<file path="src/rtl/bcd_rd_pkg.sv">
// -----------------------------------------------------------------------------
// bcd_rd_pkg
// Shared definitions for the BCD digit reader: the reader FSM state encoding
// and the digit/one-hot code widths used by the decoder and the top level.
// -----------------------------------------------------------------------------
package bcd_rd_pkg;

    typedef enum logic [2:0] {
        IDLE,   // waiting for Start
        RD,     // address presented to memory
        CAP,    // read data available, decoded into Dec
        OUT,    // Dec/Dv offered to the consumer
        FIN     // one-cycle Done pulse
    } state_t;

    localparam int BCD_MAX = 9;   // largest legal BCD digit
    localparam int DEC_W   = 10;  // one-hot code width, one bit per digit

endpackage : bcd_rd_pkg

</file>
<file path="src/rtl/bcd_to_dec.sv">
// -----------------------------------------------------------------------------
// bcd_to_dec
// Combinational 4-bit BCD digit to 10-bit one-hot key code. Digit k sets
// bit k; codes 10..15 are not digits and produce an all-zero output.
//
// Ports:
//   bcd  in   4      BCD digit
//   dec  out  DEC_W  one-hot code (all zero for invalid input)
// -----------------------------------------------------------------------------
module bcd_to_dec
    import bcd_rd_pkg::*;
(
    input  logic [3:0]       bcd,
    output logic [DEC_W-1:0] dec
);

    always_comb begin
        dec = '0;
        if (bcd <= 4'(BCD_MAX)) begin
            dec = DEC_W'(1) << bcd;
        end
    end

endmodule : bcd_to_dec

</file>
<file path="src/rtl/bcd_digit_reader.sv">
// -----------------------------------------------------------------------------
// bcd_digit_reader
// Read-side partner of the keypad digit writer. A Start pulse walks the digit
// memory from address 0 to DEPTH-1, decodes each stored BCD digit to a
// one-hot key code and hands it to a consumer over a Dv/Rdy handshake.
// The memory address is driven while Busy; an external mux chooses between
// writer and reader.
//
// Optional build macro:
//   ERR_CHECK_EN  when defined, digits >9 set the sticky Err flag and are
//                 skipped instead of being presented as Dec=0.
//
// Ports:
//   CLK    in   1       rising-edge clock
//   RST    in   1       asynchronous active-low reset
//   Start  in   1       begin a read sequence (ignored while Busy)
//   AD     out  ADDR_W  memory address
//   RW     out  1       memory read/write select, always read (0)
//   Din    in   DATA_W  memory read data, valid the cycle after AD
//   Dec    out  10      one-hot decoded digit
//   Dv     out  1       Dec valid
//   Rdy    in   1       consumer ready; transfer when Dv && Rdy at an edge
//   Busy   out  1       sequence in progress
//   Done   out  1       one-cycle pulse after the last digit
//   Err    out  1       sticky invalid-digit flag (0 unless ERR_CHECK_EN)
//
// DATA_W is expected to be 4; only the low nibble of Din is decoded.
// -----------------------------------------------------------------------------
module bcd_digit_reader
    import bcd_rd_pkg::*;
#(
    parameter int DEPTH  = 4,
    parameter int ADDR_W = 2,
    parameter int DATA_W = 4
) (
    input  logic              CLK,
    input  logic              RST,
    input  logic              Start,
    output logic [ADDR_W-1:0] AD,
    output logic              RW,
    input  logic [DATA_W-1:0] Din,
    output logic [DEC_W-1:0]  Dec,
    output logic              Dv,
    input  logic              Rdy,
    output logic              Busy,
    output logic              Done,
    output logic              Err
);

    state_t              state_q, state_d;
    logic [ADDR_W-1:0]   ad_q,    ad_d;
    logic [DEC_W-1:0]    dec_q,   dec_d;
    logic                dv_q,    dv_d;
    logic                err_q,   err_d;

    logic [DEC_W-1:0]    dec_w;
    logic                last_addr;

    bcd_to_dec u_dec (
        .bcd (Din[3:0]),
        .dec (dec_w)
    );

    assign last_addr = (ad_q == ADDR_W'(DEPTH - 1));

    // Next-state and datapath update.
    // NOTE: every signal gets its hold value before the case so no path
    // leaves one unassigned; otherwise synthesis would infer a latch.
    always_comb begin
        state_d = state_q;
        ad_d    = ad_q;
        dec_d   = dec_q;
        dv_d    = dv_q;
        err_d   = err_q;

        unique case (state_q)
            IDLE: begin
                if (Start) begin
                    ad_d    = '0;
                    err_d   = 1'b0;
                    state_d = RD;
                end
            end

            RD: begin
                state_d = CAP;
            end

            CAP: begin
`ifdef ERR_CHECK_EN
                // An all-zero decode means the word was not a digit: flag
                // it and move on as though it had been consumed.
                if (dec_w == '0) begin
                    err_d = 1'b1;
                    if (last_addr) begin
                        state_d = FIN;
                    end else begin
                        ad_d    = ad_q + ADDR_W'(1);
                        state_d = RD;
                    end
                end else begin
                    dec_d   = dec_w;
                    dv_d    = 1'b1;
                    state_d = OUT;
                end
`else
                dec_d   = dec_w;
                dv_d    = 1'b1;
                state_d = OUT;
`endif
            end

            OUT: begin
                // Dv is always high here, so Rdy alone marks the transfer.
                if (Rdy) begin
                    dv_d = 1'b0;
                    if (last_addr) begin
                        state_d = FIN;
                    end else begin
                        ad_d    = ad_q + ADDR_W'(1);
                        state_d = RD;
                    end
                end
            end

            FIN: begin
                // Start in this cycle is deliberately dropped.
                state_d = IDLE;
            end

            default: begin
                state_d = IDLE;
            end
        endcase
    end

    // NOTE: state registers use non-blocking assignments so every flop
    // samples the pre-edge value of its inputs, independent of block order.
    always_ff @(posedge CLK or negedge RST) begin
        if (!RST) begin
            state_q <= IDLE;
            ad_q    <= '0;
            dec_q   <= '0;
            dv_q    <= 1'b0;
            err_q   <= 1'b0;
        end else begin
            state_q <= state_d;
            ad_q    <= ad_d;
            dec_q   <= dec_d;
            dv_q    <= dv_d;
            err_q   <= err_d;
        end
    end

    assign AD   = ad_q;
    assign RW   = 1'b0;
    assign Dec  = dec_q;
    assign Dv   = dv_q;
    assign Busy = (state_q != IDLE);
    assign Done = (state_q == FIN);
    assign Err  = err_q;

endmodule : bcd_digit_reader
</file>
<file path="config.mk">
export PLATFORM = sky130hd
export DESIGN_NAME = bcd_digit_reader
export DESIGN_NICKNAME = d
export VERILOG_FILES = /design/src/rtl/bcd_rd_pkg.sv /design/src/rtl/bcd_to_dec.sv /design/src/rtl/bcd_digit_reader.sv
export SDC_FILE = /design/constraint.sdc
export NUM_CORES = 1
export LEC_CHECK = 0
export ABC_AREA = 0
export CAP_MARGIN = 20
export CORE_MARGIN = 3
export CORE_UTILIZATION = 35
export CTS_CLUSTER_SIZE = 25
export DETAILED_ROUTE_END_ITERATION = 7
export GPL_ROUTABILITY_DRIVEN = 1
export SYNTH_ARGS = -nofsm -noshare
export SYNTH_HDL_FRONTEND = slang
export SYNTH_HIERARCHICAL = 1
export SYNTH_SLANG_ARGS = --single-unit
</file>
<file path="constraint.sdc">
create_clock -name CLK -period 1.3 [get_ports CLK]
set_input_delay 0.195 -clock CLK [delete_from_list [all_inputs] [get_ports CLK]]
set_output_delay 0.195 -clock CLK [all_outputs]
set_load 0.01 [all_outputs]
</file>
; Word-level counts from Yosys, hierarchy flattened
; Cells that the tools add are included.
[word_totals]
elab_cells = 33
inputBits = 8
register_bits = 16
output_inout_bits = 17
[op_classes]
addsub = 1
mux = 11
magnitude_cmp = 1
n_reduce_logical = 7
eq_ne = 8
shifts = 1
[ops]
columns = op, count
row1 = one-hot mux 3 bit (4 select lines), 1
row2 = two-way mux 10 bit, 1
row3 = "<< shifter 1 x 4 -> 10 bit, first input constant", 1
row4 = two-way mux 3 bit, 3
row5 = "equality test 3 x 2 -> 1 bit, second input constant", 2
row6 = two-way mux 2 bit, 3
row7 = "inequality test 2 bit, second input constant", 3
row8 = "less-or-equal comparator 4 bit, second input constant", 1
row9 = one-hot mux 2 bit (2 select lines), 1
row10 = AND reduction 2 bit, 2
row11 = AND reduction 4 bit, 1
row12 = nonzero test 2 bit, 2
row13 = "equality test 3 x 1 -> 1 bit, second input constant", 1
row14 = "equality test 3 bit, second input constant", 1
row15 = zero test 3 bit, 1
row16 = nonzero test 3 bit, 1
row17 = "adder 2 x 1 -> 2 bit, second input constant", 1
row18 = "equality test 2 bit, second input constant", 1
row19 = one-hot mux 1 bit (2 select lines), 1
row20 = two-way mux 1 bit, 1

; Longest topological paths before layout
; Gate-level depths: netlist of run 1.
[depth]
word_depth = 4
mapped_depth = 4
ltp_nobuf = 4

; Hierarchy
; The synthesis of run 1 kept the hierarchy.
[by_module_without_submodules]
columns = module, instances, cells_each, seq_area_each_um2, area_each_um2
row1 = bcd_digit_reader, 1, 53, 400.4, 711.9
row2 = bcd_to_dec, 1, 14, 0.0, 170.2

; Worst setup path before layout of run 1
; OpenSTA, ideal clock, no wires.
[synth_path]
kind = register to register
start = register state_q[2]
end = register ad_q[1] (netlist: AD[1])
path_stages_with_launch = 5
synth_period_minus_slack_ps = 1357
setup_time_ps = 125
slack_ps = -57
t_required_ps = 1175
arrival_time_ps = 1232
cell_sequence = dfrtp_1 > buf_6 > or3_4 > o21a_1 > mux2_2
[synth_between]
elab_chain_cells = 3
[synth_rtl]
columns = item, line_no
row1 = from (decl), bcd_digit_reader.sv:50  ; state_t state_q, state_d;
row2 = from (signal assigned), bcd_digit_reader.sv:147  ; state_q <= state_d;
row3 = equality test 3 x 2 -> 1 bit or zero test 3 bit (tied branches), bcd_digit_reader.sv:76  ; unique case (state_q)
row4 = inequality test 2 bit (no line) or nonzero test 2 bit (tied branches), n/a
row5 = AND reduction 4 bit (no line), n/a
row6 = to (signal assigned), bcd_digit_reader.sv:142  ; ad_q <= '0;
row7 = to (signal assigned), bcd_digit_reader.sv:148  ; ad_q <= ad_d;
row8 = to (decl), bcd_digit_reader.sv:51  ; logic [ADDR_W-1:0] ad_q, ad_d;
; Parallel ways exist; a longest one is shown, timed or not.
; A chain may end at the register's enable or synchronous reset.

; Worst setup path after layout of run 1
[layout_path]
start = register state_q[0]
end = register dec_q[3] (netlist: Dec[3])
[layout_between]
elab_chain_cells = 1
[layout_rtl]
columns = item, line_no
row1 = equality test 3 x 2 -> 1 bit, bcd_digit_reader.sv:76
row2 = to (signal assigned), bcd_digit_reader.sv:143  ; dec_q <= '0;
row3 = to (signal assigned), bcd_digit_reader.sv:149  ; dec_q <= dec_d;
row4 = to (decl), bcd_digit_reader.sv:52  ; logic [DEC_W-1:0] dec_q, dec_d;
; No other way between the ends.

==> results.py, run 1 <==
metrics = {
    "yosys": {
        "synth_cells": 67,
        "synth_top_area_share_pct": 45.4,
        "syn_area_sq_um": 882,
        "synth_seq_area_share_pct": 45.4,
        "synthTopCellsByArea": "dfrtp_1, mux2_2, nor4b_2",
        "yosysTopAreaCell": "dfrtp_1",
        "yosys_register_bits": 16,
        "synthDistinctLibCells": 26,
        "synth-warning-count": 6,
        "synth_area_per_cell_sq_um": 13.2,
    },
    "sta": {
        "fin_skew_ns": 0.00147,
        "clock.fmax_ghz": 0.683,
        "period_needed_ns": 1.47,
        "rsz0062_at_grt": "yes",
        "period_share_pct": 113,
        "setup_viol": 13,
        "hold_ws_ns": 0.217,
        "slew_violations": 0,
        "fin_ws_ns": -0.165,
        "finalHoldViolations": 0,
    },
    "routing": {
        "avgViaCountPerCell": 4.79,
        "via_count": 652,
        "drtIter0Drc": 3,
        "avgRoutedWirePerCell_microns": 13.8,
        "firstDrtPassIters": 2,
        "route.detailed.drc": 0,
        "antenna_left": 0,
        "drt-total-wl_mm": 1.88,
    },
    "job": {
        "drv_cap": 0,
    },
    "global_route": {
        "grt_max_degree": 17,
        "antenna_found_initial": 0,
        "grt_usage_pct": 13.2,
        "grt_pass1_vias": 709,
        "grt_overflow": 0,
        "grt_pass1_wl_mm": 3.27,
    },
    "setup_path": {
        "path_class": "reg2reg",
        "cp_max_fo": 6,
        "start_kind": "flop",
        "worst_setup_path_end_kind": "flop",
        "worst_ep_required_time_ns": 1.48,
        "crit_arrival_ns": 1.65,
        "worstRegToRegCells": 5,
    },
    "place": {
        "hpwlAfterDp_mm": 1.29,
        "placed_cells": 130,
        "place_area_sq_mm": 0.00122,
        "port_buffers": 22,
        "place_congestion": 0.735,
    },
    "clock_network": {
        "htreeDepth": 1,
        "clock_latency_ns": 0.29,
        "clk_pin_slew_ns": 0.09,
        "root_buffer": "clkbuf_4",
        "cts_tree": "done",
        "cts.path.max_buffers": 2,
        "cts_inserted_buffers": 3,
        "clock_sinks": 16,
    },
    "final_layout": {
        "nFillCells": 204,
        "syn_to_final_growth_pct": 52.8,
        "num_antenna_cells": 0,
        "fin_area_sq_mm": 0.00135,
        "final_cell_mix": "buf_4, dfrtp_1, mux2_4, dlygate4sd2_1, clkdlybuf4s50_1",
        "final_common_cell": "buf_4",
        "fin_nets": 119,
        "layout-drive-gt1-share_pct": 52.8,
        "postLayoutCoreUtil_pct": 58.7,
        "stdcell_count": 136,
    },
    "die": {
        "core_sq_mm": 0.00230,
        "initial_core_util_pct": 38.4,
        "die_h_microns": 56.2,
        "dieWidth_microns": 56.2,
        "boundaryPins": 25,
        "num_rows": 17,
        "die_area_sq_mm": 0.00316,
    },
    "power": {
        "p_total_uw": 2340,
        "pwr_density_cell_mw_per_mm2": 1730,
        "vdd_drop_max_uv": 1130,
        "total_leakage_power_uw": 0.000662,
    },
    "status": {
        "violations": "negative setup slack",
        "outcome": "finished, violations left",
    },
    "hold_path": {
        "worst_hold_path_type": "in2async",
    },
}
## where the power goes
part / leakage (uW) / internal [uW] / switching (uW)
combinational: 0.000440 / 795 / 508
clock: 0.0000138 / 108 / 160
sequential: 0.000208 / 665 / 101
total: 0.000662 / 1570 / 770
## metrics by stage
stage               setup slack [ns]  setup TNS [ns]
floorplan                    -0.0570         -0.0570
global placement              -0.171           -1.44
detailed placement            -0.205           -1.63
CTS                           -0.154           -1.65
global route                  -0.221           -2.48
finish                        -0.165           -1.84
## registers in the layout (all words and copies together) (netlist names)
| register | cells |
|---|---|
| AD | 2 |
| Dv | 1 |
| state_q | 3 |
| Dec | 10 |
## cell usage after synthesis
cell type  number
dfrtp_1        16
nand3b_1        1
mux2_2         11
and4bb_1        1
nor2_1          3
nor3b_2         1
ha_1            1
and4bb_2        3
buf_6           3
buf_4           5
a2bb2oi_1       2
nor3_1          1
o21a_1          1
a21o_1          1
a211o_1         1
nand2_1         1
or3_4           1
and2_2          2
nor4_2          1
nor4_1          1
inv_1           1
nor3b_1         2
nor4b_2         4
conb_1          1
and4b_1         1
nand3_1         1
## layer usage
layer	GRT usage (%)	up-vias	part of all wire, %
met5	0	-	0
met4	6.10	0	1.9
met3	2.32	4	3.3
met2	20.2	12	45
met1	18.0	310	50
li1	-	326	-
## critical path, stage by stage (launching register included)
cell and delay, ns:
dfrtp_1 0.42, buf_6 0.13, buf_6 0.10, nor3b_4 0.23, buf_6 0.17, mux2_4 0.30
## what timing repair did
action	CTS	global route
endpoints found under the hold margin	0	0
resized for setup	41	10
pin swaps	5	6
setup endpoints to repair	26	16
buffers inserted	1	3
gates cloned	0	0
hold buffers	0	0
## final cells by class
cell class | instances | area, sq um | area share (%)
sequential | 16 | 402 | 29.8
tap | 28 | 35.0 | 2.60
multi-input combinational | 43 | 493 | 36.6
timing repair buffer | 45 | 392 | 29.1
inverter | 1 | 3.75 | 0.279
clock buffer | 3 | 22.5 | 1.67
## path summary, 6_finish.rpt
path                       startpoint    endpoint  slack [ns]
max                        state_q[0]      Dec[3]       -0.17
min                               RST      Dec[0]        0.22
max in group asynchronous         RST  state_q[1]        0.88
min in group CLK                   Dv          Dv        0.49
max reg2reg                state_q[0]      Dec[3]       -0.17
min reg2reg                        Dv          Dv        0.49
## cells by family (layout without fill, tap and decap cells)
logic type,after synthesis,count (layout),synth area share [%]
AND/OR/NAND/NOR,24,24,25.5
flip-flops,16,16,45.4
multiplexers,11,11,14.0
buffers and inverters,9,49,8.51
AO/OA/AOI/OAI,5,5,4.68
adder cells (fa/ha/maj),1,1,1.42
other,1,2,0.425
Power figures use the tool's default switching activity.
==> run 2, diff against run 1 <==
- CORE_ASPECT_RATIO: default -> 1.2
==> run 2 against run 1 <==
Effect of this change: the flow still finishes with violations (negative setup slack); final area up 1.0%; critical path depth stayed put; clock power is 4% lower; combinational power about the same; total power down 0.79%; setup slack worse by 0.0055 ns; die area hardly changed; via count rose by 9.4%; sequential cell count stayed put.
==> results.py, run 2 (synthesis gave the netlist of run 1 again) <==
metrics = {
    "power": {
        "comb_power_share_pct": 56.0,
        "p_sw_uw": 766,
        "p_int_uw": 1550,
        "p_clk_share_pct": 11.0,
        "total_leakage_power_uw": 0.000674,
        "pwr_density_cell_mw_per_mm2": 1700,
        "vdd_drop_max_uv": 1220,
        "seq_power_share_pct": 33.0,
        "sw_frac_of_total_pct": 33.0,
    },
    "clock_network": {
        "holdBufCountCts": 0,
        "clock_sinks": 16,
        "cts_tree": "done",
        "clock_latency_ns": 0.28,
        "htreeDepth": 1,
        "root_buffer": "clkbuf_4",
        "cts.path.max_buffers": 2,
        "cts_inserted_buffers": 3,
        "clk_pin_slew_ns": 0.09,
    },
    "setup_path": {
        "r2r_start": "state_q[0]",
        "worst_ep_required_time_ns": 1.47,
        "cp_slowest_cell": "dfrtp_1",
        "crit_chain": "buf_6 > buf_6 > nor3b_4 > buf_6 > mux2_4",
        "start_kind": "flop",
        "cp_max_fo": 6,
        "path_class": "reg2reg",
        "worstRegToRegCells": 5,
        "cp_common_cell": "buf_6",
        "crit_arrival_ns": 1.64,
        "r2r-end": "Dec[6]",
        "r2r_slack_ns": -0.17,
        "slowest_delay_ns": 0.42,
        "worst_setup_path_end_kind": "flop",
    },
    "routing": {
        "drt-total-wl_mm": 2.02,
        "avgRoutedWirePerCell_microns": 14.4,
        "firstDrtPassIters": 4,
        "drtIter0Drc": 10,
        "avgViaCountPerCell": 5.06,
        "antenna_left": 0,
        "via_count": 713,
        "route.detailed.drc": 0,
    },
    "die": {
        "die_area_sq_mm": 0.00316,
        "die_h_microns": 61.0,
        "dieWidth_microns": 51.8,
        "boundaryPins": 25,
        "core_sq_mm": 0.00235,
        "num_rows": 19,
        "initial_core_util_pct": 37.5,
    },
    "sta": {
        "period_share_pct": 113,
        "rsz0062_at_grt": "yes",
        "setup_viol": 15,
        "finalHoldViolations": 0,
        "tns_ns": -2.05,
        "fin_skew_ns": 0.00124,
        "period_needed_ns": 1.47,
        "clock.fmax_ghz": 0.680,
        "slew_violations": 0,
        "fin_ws_ns": -0.171,
    },
    "place": {
        "hpwlAfterDp_mm": 1.33,
        "placed_cells": 131,
        "place_congestion": 0.693,
        "port_buffers": 22,
    },
    "global_route": {
        "grt_pass1_wl_mm": 3.46,
        "antenna_found_initial": 0,
        "grt_usage_pct": 14.5,
        "grt_pass1_vias": 760,
        "grt_overflow": 0,
        "grt_max_degree": 17,
    },
    "status": {
        "violations": "negative setup slack",
        "outcome": "finished, violations left",
    },
    "final_layout": {
        "syn_to_final_growth_pct": 54.3,
        "final_cell_mix": "buf_4, dfrtp_1, dlygate4sd2_1",
        "layout-drive-gt1-share_pct": 51.8,
        "num_antenna_cells": 0,
        "final_common_cell": "buf_4",
        "fin_nets": 121,
        "stdcell_count": 141,
        "largest_register_ffs": 10,
    },
    "job": {
        "drv_cap": 0,
    },
    "hold_path": {
        "worst_hold_path_type": "in2async",
    },
}
[run 2: critical path, delay by kind of cell (launching register included)]
family	cells	cell delay (ns)
muxes	1	0.30
DFF	1	0.42
buffers and inverters	3	0.41
and+or+nand+nor	1	0.23
[run 2: per-stage QoR]
step                instance area [sq um]  utilization [%]  setup WS (ns)  total power (uW)  hold WS [ns]
floorplan                             886                -        -0.0570              1300        -0.101
global placement                     1210             51.4         -0.172              1830         0.462
detailed placement                   1210             51.4         -0.180              1850         0.494
CTS                                  1320             56.2         -0.184              2250         0.233
global route                         1360             57.8         -0.221              2490         0.239
finish                               1360             57.8         -0.171              2320         0.236
[run 2: worst max-delay path by stage]
stage,startpoint,end,slack [ns],cells after the start
final,state_q[0],Dec[6],-0.17,5
after global routing,state_q[0],Dec[3],-0.22,5
after CTS,state_q[2],Dec[3],-0.18,5
after detailed placement,Rdy,AD[1],-0.18,4
after global placement,state_q[1],Busy,-0.17,2
after floorplan,state_q[2],AD[1],-0.06,4
[run 2: what timing repair did]
action	CTS	global route
gates resized for setup	40	6
endpoints found under the setup margin	26	16
hold endpoints to repair	0	0
buffers inserted	6	1
pin swaps	2	1
[run 2: area by class of cell]
cell class,count,area (sq um)
clock buffer,3,22.5
fill,198,992
inverter,1,3.75
multi-input combinational,43,480
sequential,16,400
tap,31,38.8
timing repair buffer,47,415
[run 2: metal layers]
metal  part of all wire (%)  global-route usage [%]  up-vias
li1                       -                       -      331
met1                     45                    18.1      362
met2                     50                    24.6       18
met3                    4.4                    2.95        2
met4                   0.79                    5.62        0
met5                      0                       0        -
[run 2: power groups by stage]
stage,combinational [uW],sequential [uW],clock [uW]
after floorplan,458,845,0
after global placement,1050,778,0
after detailed placement,1060,787,0
after CTS,1210,765,269
after global routing,1400,789,293
final,1300,765,256
